$ cat src/rtl/demod_pkg.sv
// Shared types and sizes for the demodulation segment serializer.
// State encoding and segment indexing used by the FSM and buffer.
package demod_pkg;
  localparam int NUM_SEG   = 10;
  localparam int SEG_IDX_W = 4;
  localparam int DEF_WIDTH = 32;

  typedef enum logic [1:0] {
    IDLE,
    REQ,
    SEND
  } state_t;
endpackage

$ cat src/rtl/demod_frame_buffer.sv
// Ten-word capture register with indexed read and XOR reduction.
// The XOR is latched alongside the words so it tracks the captured frame.
module demod_frame_buffer
  import demod_pkg::*;
#(
  parameter int WIDTH = DEF_WIDTH
) (
  input  logic                          clk,
  input  logic                          reset,
  input  logic                          load,
  input  logic [NUM_SEG-1:0][WIDTH-1:0] seg,
  input  logic [SEG_IDX_W-1:0]          idx,
  output logic [WIDTH-1:0]              rd_data,
  output logic [WIDTH-1:0]              frame_xor
);

  logic [NUM_SEG-1:0][WIDTH-1:0] mem;
  logic [WIDTH-1:0]              seg_xor;

  always_comb begin
    seg_xor = '0;
    for (int i = 0; i < NUM_SEG; i++)
      seg_xor = seg_xor ^ seg[i];
  end

  always_ff @(posedge clk) begin
    if (reset) begin
      mem       <= '0;
      frame_xor <= '0;
    end else if (load) begin
      mem       <= seg;
      frame_xor <= seg_xor;
    end
  end

  always_comb begin
    rd_data = '0;
    if (idx < SEG_IDX_W'(NUM_SEG))
      rd_data = mem[idx];
  end

endmodule

$ cat src/rtl/demod_segment_serializer.sv
// Requests a frame upstream, captures ten segments, streams them out
// on a valid/ready port with index, last tag, frame XOR and frame count.
module demod_segment_serializer
  import demod_pkg::*;
#(
  parameter int WIDTH   = DEF_WIDTH,
  parameter int NUM_SEG = 10,
  parameter int CNT_W   = 16
) (
  input  logic                 clk,
  input  logic                 reset,
  input  logic                 enable,
  output logic                 up_start,
  input  logic                 up_valid,
  input  logic [WIDTH-1:0]     segment_0,
  input  logic [WIDTH-1:0]     segment_1,
  input  logic [WIDTH-1:0]     segment_2,
  input  logic [WIDTH-1:0]     segment_3,
  input  logic [WIDTH-1:0]     segment_4,
  input  logic [WIDTH-1:0]     segment_5,
  input  logic [WIDTH-1:0]     segment_6,
  input  logic [WIDTH-1:0]     segment_7,
  input  logic [WIDTH-1:0]     segment_8,
  input  logic [WIDTH-1:0]     segment_9,
  output logic [WIDTH-1:0]     out_data,
  output logic [SEG_IDX_W-1:0] out_index,
  output logic                 out_valid,
  input  logic                 out_ready,
  output logic                 out_last,
  output logic [WIDTH-1:0]     frame_xor,
  output logic [CNT_W-1:0]     frame_count,
  output logic                 busy
);

  localparam logic [SEG_IDX_W-1:0] LAST = SEG_IDX_W'(NUM_SEG - 1);

  state_t                   state, state_nxt;
  logic [SEG_IDX_W-1:0]     idx_nxt;
  logic [CNT_W-1:0]         cnt_nxt;
  logic                     load;
  logic [9:0][WIDTH-1:0]    seg;

  assign seg = {segment_9, segment_8, segment_7, segment_6, segment_5,
                segment_4, segment_3, segment_2, segment_1, segment_0};

  demod_frame_buffer #(.WIDTH(WIDTH)) u_buf (
    .clk       (clk),
    .reset     (reset),
    .load      (load),
    .seg       (seg),
    .idx       (out_index),
    .rd_data   (out_data),
    .frame_xor (frame_xor)
  );

  always_ff @(posedge clk) begin
    if (reset) begin
      state       <= IDLE;
      out_index   <= '0;
      frame_count <= '0;
    end else begin
      state       <= state_nxt;
      out_index   <= idx_nxt;
      frame_count <= cnt_nxt;
    end
  end

  // A started request always runs to a full frame; enable only
  // decides whether another request follows.
  always_comb begin
    state_nxt = state;
    idx_nxt   = out_index;
    cnt_nxt   = frame_count;
    load      = 1'b0;
    unique case (state)
      IDLE: if (enable) state_nxt = REQ;
      REQ: begin
        if (up_valid) begin
          load      = 1'b1;
          state_nxt = SEND;
        end
      end
      SEND: begin
        if (out_ready) begin
          if (out_index == LAST) begin
            idx_nxt   = '0;
            cnt_nxt   = frame_count + CNT_W'(1);
            state_nxt = enable ? REQ : IDLE;
          end else begin
            idx_nxt = out_index + SEG_IDX_W'(1);
          end
        end
      end
      default: state_nxt = IDLE;
    endcase
  end

  assign up_start  = (state == REQ);
  assign out_valid = (state == SEND);
  assign out_last  = out_valid && (out_index == LAST);
  assign busy      = (state != IDLE);

endmodule

$ cat config.mk
export PLATFORM = sky130hd
export DESIGN_NAME = demod_segment_serializer
export DESIGN_NICKNAME = d
export VERILOG_FILES = /design/src/rtl/demod_pkg.sv /design/src/rtl/demod_frame_buffer.sv /design/src/rtl/demod_segment_serializer.sv
export SDC_FILE = /design/constraint.sdc
export NUM_CORES = 1
export LEC_CHECK = 0
export ABC_AREA = 0
export CORE_MARGIN = 2
export CORE_UTILIZATION = 55
export DETAILED_ROUTE_END_ITERATION = 8
export PLACE_DENSITY = 0.87
export REMOVE_ABC_BUFFERS = 1
export SLEW_MARGIN = 25
export SYNTH_ARGS = -nofsm -noshare
export SYNTH_HDL_FRONTEND = slang
export SYNTH_SLANG_ARGS = --single-unit
$ cat constraint.sdc
create_clock -name clk -period 3.3 [get_ports clk]
set_input_delay 0.66 -clock clk [delete_from_list [all_inputs] [get_ports clk]]
set_output_delay 0.66 -clock clk [all_outputs]
set_load 0.02 [all_outputs]
==> impl_results.md, run 1 <==
* Max_cap viols at 0
* Worst IR drop on VDD at 0.344 mV
* Final std cell area, no fill at 23900 sq um
* Initial Util at 55.5%
* #FFs+latches synth at 374
* Total Nets Final at 2734
* Placed cell areas at 22500 sq um
* CTS tree: yes
* Tmin final at 3.21 ns
* Core area at 32300 sq um
* Worst hold path endpoint: u_buf.mem[195]
* Detailed Routing Iterations Pass 1 at 6
* Antenna viol nets, final at 0
* Vias per inst at 5.59
* Netlist cell types at 37
* RSZ-0062 raised after global routing: false
* R2R setup slack at 1.01 ns
* Die height at 184 microns
* Die area at 34000 sq um
* Sequential fraction of the synthesis area at 41.8%
* Clock sinks at 374
* Post-Synthesis Cells at 2068
* # hold bufs at CTS at 0
* Fin Hold WS at 0.454 ns
* Synthesized area at 17900 sq um
* Drt drc at 0
* Hold path startpoint: u_buf.mem[195]
* Post-route setup TNS at 0 ns
* Drt wl/cell at 17.8 microns
* Gr ovfl total at 0
* Leakage Power at 8.42 nW
* Element type at the critical path start: register
* Worst EP arrival at 2.55 ns
* Post-Place Worst Slack at 0.330 ns
* Worst Path Required at 2.64 ns
* Cell Pwr Density at 469 nW/um^2
* Vias in the first global route at 16304
* Area Growth Syn to Fin at 33.4%
* Share of cells above drive strength 1 at 7.42%
* Crit path kind: reg2out
* Tcrit/Tclk final at 97.1%
* Final setup viols at 0
* Routed WL at 51.3 mm
* GPL Wtd Cong at 0.846
* Status: completed
* Via count at 16132
* Crit. End Element: output port
* Worst Slack Setup Final at 0.0943 ns
* All-Layer GR Usage at 29.4%
* Fmax at 312 MHz
* Worst reg-to-reg path cell count at 6
* Clock transition at the registers of the reported paths at 0.06 ns
* Worst-path fanout max at 19
* Final Hold Vio Count at 0
* Tot Pwr at 11.2 mW
* Least-Margin Pin Slew at 0.729 ns
* Worst Clk Skew at 0.00909 ns
* HP Class: reg2reg
* Total CTS buffers at 39
* Detailed-placement wirelength estimate at 35.4 mm
* Syn Area/Cell at 8.66 sq um
* Fin util at 74.0%
* Final Instance Count excl. Fillers at 2884
* Initial DRC count at 1399
* Die X at 184 microns
* Fill cells at 2136
* Num ports at 413
* H-tree levels at 2
* Initial antenna violation count at 5
* Clock Path Buffers at 3
* Largest net degree at the start of global routing at 130
* RR Endpoint: frame_count[15]
* Clk root buf: clkbuf_16
* WHS Path Cells at 2
* Rel. slew slack at 51.4%
* Ys Warns at 0
* Clk_lat worst skew at 0.52 ns
* First-pass GRT wire length at 80.1 mm
* Reg-to-reg startpoint: out_index[0]
* Slew Viols, Final at 0
* Number of I/O port buffers at 412
* Placed Cells at 2805
* Row cnt at 66
-- cells by family (layout without fill, tap and decap cells) --
| kind of cell | Yosys count | after routing | synth area share (%) |
|---|---|---|---|
| fa+ha+maj | 1 | 1 | 0.0699 |
| buf+inv | 157 | 527 | 3.58 |
| flops | 374 | 374 | 41.8 |
| simple gates | 731 | 731 | 16.0 |
| compound gates | 448 | 448 | 13.5 |
| mux | 96 | 96 | 9.84 |
| other cells | 0 | 4 | 0 |
| xor+xnor | 261 | 261 | 15.2 |
-- cell usage after synthesis (all sizes together) --
cell	instances	area share, %
ha	1	0.070
buf	42	1.2
nand4b	1	0.049
or3b	1	0.049
nor3b	1	0.10
nand2	648	14
nand4	5	0.17
xor2	35	1.7
and4b	1	0.056
and4	2	0.098
nor2	42	0.88
or4	2	0.084
xnor3	32	4.0
a22oi	32	1.3
and2	1	0.035
or2	1	0.035
nor2b	6	0.21
nand2b	1	0.035
inv	4	0.084
a211oi	32	1.3
and3	2	0.070
clkbuf	111	2.3
nand3	4	0.11
mux4	64	8.0
o31ai	2	0.084
mux2i	32	1.8
xnor2	194	9.5
a311oi	1	0.049
a21oi	337	9.4
o21ai	44	1.2
nor3	3	0.084
or3	10	0.35
dfxtp	374	42
-- state kept, by name (all words and copies together), names as in the netlist --
name             flops
out_index            4
u_buf.mem          320
u_buf.frame_xor     32
state                2
frame_count         16
-- worst max-delay path: stages (launching register included) --
cell	delay (ns)
dfxtp_4	0.37
buf_12	0.12
buf_12	0.18
mux4_2	0.51
a22oi_1	0.19
o21ai_1	0.10
clkdlybuf4s50_1	0.56
-- report_power, final --
group	total (mW)	switching (mW)	internal, mW
clock	4.44	1.78	2.66
sequential	4.79	0.0975	4.69
combinational	1.97	0.874	1.10
-- cells in the final DEF, fill, tap and decap left out, types with 14 or more instances in the layout --
cell and instances:
a21oi_1 337, buf_12 18, dfxtp_1 371, buf_4 21, dlygate4sd2_1 14, clkbuf_16 41, mux4_2 64, nand2_1 647
clkbuf_8 14, xnor3_1 32, nor2_1 41, xnor2_1 194, dlymetal6s2s_1 17, xor2_1 35, mux2i_1 32, a211oi_1 32
clkdlybuf4s50_1 380, a22oi_1 32, o21ai_1 31
-- repair_timing --
action | CTS | global route
resized for setup | 16 | 17
buffers inserted | 4 | 0
endpoints found under the setup margin | 32 | 17
-- layer usage --
layer  GRT usage (%)  part of all wire, %
met1            33.8                   38
met2            52.5                   50
met3            5.69                  7.9
met4            13.8                  4.4
met5               0                0.018
-- worst max path at each step --
stage               slack, ns         start                 end  cells after the start
floorplan               -4.36      up_valid  u_buf.frame_xor[0]                      2
global placement         0.36  out_index[0]        out_data[16]                      5
detailed placement       0.33  out_index[0]        out_data[12]                      5
CTS                     0.004  out_index[0]        out_data[29]                      6
global route            0.008  out_index[0]        out_data[19]                      6
finish                   0.09  out_index[0]        out_data[19]                      6
-- layout make-up --
class	instances	area (sq um)	share of cell area [%]
multi-input combinational	1537	9810	41.1
tap	442	553	2.32
clock buffer	60	1240	5.18
timing repair buffer	452	4680	19.6
inverter	4	15.0	0.0629
antenna	4	10.0	0.0419
clock inverter	11	80.1	0.335
sequential	374	7500	31.4
Note: power is estimated with default switching activity, not from simulation.
==> inputs of run 2 (changes only) <==
--- a/config.mk
+++ b/config.mk
@@ -6,7 +6,8 @@
 export NUM_CORES = 1
 export LEC_CHECK = 0
 export ABC_AREA = 0
-export CORE_MARGIN = 2
+export CAP_MARGIN = 20
+export CORE_MARGIN = 3
 export CORE_UTILIZATION = 55
 export DETAILED_ROUTE_END_ITERATION = 8
 export PLACE_DENSITY = 0.87
==> run 2 against run 1 <==
Register-to-register slack worse by 0.08 ns; via count is 1.9% higher; final cell count barely moved; non-clock buffer count increased by 6; hold slack lost 0.0021 ns; critical path depth shrank 1; count of clock-buffer cells in the layout shrank 5; clock skew up 0.012 ns; largest power group unchanged; first-iteration DRC count decreased by 11%; core utilization is 1.7 points higher; final area is 0.79% higher; routed wire length grew 4.4%.
==> impl_results.md, run 2 (synthesis gave the netlist of run 1 again) <==
* Status: completed
* Clk root buf: clkbuf_16
* Fin util at 75.7%
* HP Class: reg2reg
* Least-Margin Pin Slew at 0.706 ns
* Clock transition at the registers of the reported paths at 0.06 ns
* RSZ-0062 raised after global routing: false
* Final Hold Vio Count at 0
* Crit path kind: reg2out
* Clk_lat worst skew at 0.52 ns
* Worst-path fanout max at 12
* Initial Util at 56.3%
* Initial DRC count at 1240
* GPL Wtd Cong at 0.854
* Hold path startpoint: u_buf.mem[217]
* Tmin final at 3.27 ns
* Cell Pwr Density at 477 nW/um^2
* Crit. End Element: output port
* H-tree levels at 2
* Register area at 7500 sq um
* All-Layer GR Usage at 29.3%
* Detailed-placement wirelength estimate at 36.4 mm
* Drt drc at 0
* Worst reg-to-reg path cell count at 5
* Clock sinks at 374
* Placed cell areas at 22400 sq um
* Die height at 186 microns
* Placed Cells at 2798
* Antenna viol nets, final at 0
* Final setup viols at 0
* WHS Path Cells at 2
* Worst EP arrival at 2.61 ns
* Slowest cell delay on critical path at 0.57 ns
* Worst Path Required at 2.64 ns
* Share of cells above drive strength 1 at 7.65%
* Final std cell area, no fill at 24100 sq um
* Vias in the first global route at 16715
* Element type at the critical path start: register
* Vias per inst at 5.70
* Gr ovfl total at 0
* Worst hold path endpoint: u_buf.mem[217]
* Worst Slack Setup Final at 0.0348 ns
* Leakage Power at 8.42 nW
* Post-route setup TNS at 0 ns
* RR Endpoint: frame_count[15]
* Number of flip-flops in the largest register at 320
* R2R setup slack at 0.93 ns
* Die X at 186 microns
* Num ports at 413
* Area occupied by multi-input gates at 9810 sq um
* Core area at 31800 sq um
* CP cell instances: buf_16, mux4_2, a22oi_1, o21ai_1, clkdlybuf4s50_1
* Worst IR drop on VDD at 0.333 mV
* Largest net degree at the start of global routing at 162
* First-pass GRT wire length at 84.1 mm
* Clock Path Buffers at 3
* Max_cap viols at 0
* Rel. slew slack at 52.9%
* Tot Pwr at 11.5 mW
* CTS tree: yes
* Slew Viols, Final at 0
* Fill cells at 2093
* CP startpoint: out_index[0]
* Number of I/O port buffers at 412
* Routed WL at 53.5 mm
* Reg-to-reg startpoint: out_index[0]
* Die area at 34800 sq um
* Initial antenna violation count at 11
* Tcrit/Tclk final at 98.9%
* Most common cell after layout, fill and taps aside: nand2_1
* Reg with most FFs: u_buf.mem
* Post-Place Worst Slack at 0.338 ns
* Most frequent cells in the layout: nand2_1, clkdlybuf4s50_1, dfxtp_1
* Final Instance Count excl. Fillers at 2886
* Drt wl/cell at 18.5 microns
* Fin Hold WS at 0.452 ns
* Fmax at 306 MHz
* Regs by FF count: u_buf.mem (320), u_buf.frame_xor (32), frame_count (16)
* Via count at 16446
* Row cnt at 65
* Detailed Routing Iterations Pass 1 at 5
* Total CTS buffers at 40
* CP max stage cell: clkdlybuf4s50_1
* Area Growth Syn to Fin at 34.4%
* Total Nets Final at 2741
* Worst Clk Skew at 0.0208 ns
[run 2: repair_timing]
action,in CTS,in global routing
hold buffers,0,0
endpoints found under the setup margin,32,11
gates resized for setup,25,14
gates cloned,2,3
buffers inserted,3,2
[run 2: how the worst max path moves through the flow]
stage / to / slack (ns)
CTS: out_data[15] / -0.10
detailed placement: out_data[18] / 0.34
global route: out_data[24] / 0.004
global placement: out_data[18] / 0.38
floorplan: u_buf.frame_xor[0] / -4.36
finish: out_data[20] / 0.03
[run 2: area by class of cell]
class	count	area share, %
clock inverter	16	0.967
clock buffer	55	4.86
tap	435	2.26
antenna	7	0.0728
timing repair buffer	458	19.9
sequential	374	31.1
multi-input combinational	1537	40.7
inverter	4	0.0624
[run 2: power breakdown]
part	switching, mW	internal (mW)
combinational	0.883	1.10
clock	1.82	2.88
sequential	0.0993	4.69
[run 2: per-layer routing]
metal	part of all wire [%]	GRT usage (%)	wire length (microns)	up-vias
met5	0.069	0	37	-
met2	50	51.2	26700	784
met4	4.5	13.6	2410	6
li1	-	-	-	7664
met1	38	34.1	20100	7829
met3	7.9	7.06	4220	163
[run 2: critical path, delay by kind of cell (launching register included)]
| kind | cells | cell delay (ns) |
|---|---|---|
| buffers and inverters | 2 | 0.78 |
| multiplexers | 1 | 0.50 |
| flip-flops | 1 | 0.49 |
| AO/OA/AOI/OAI | 2 | 0.30 |
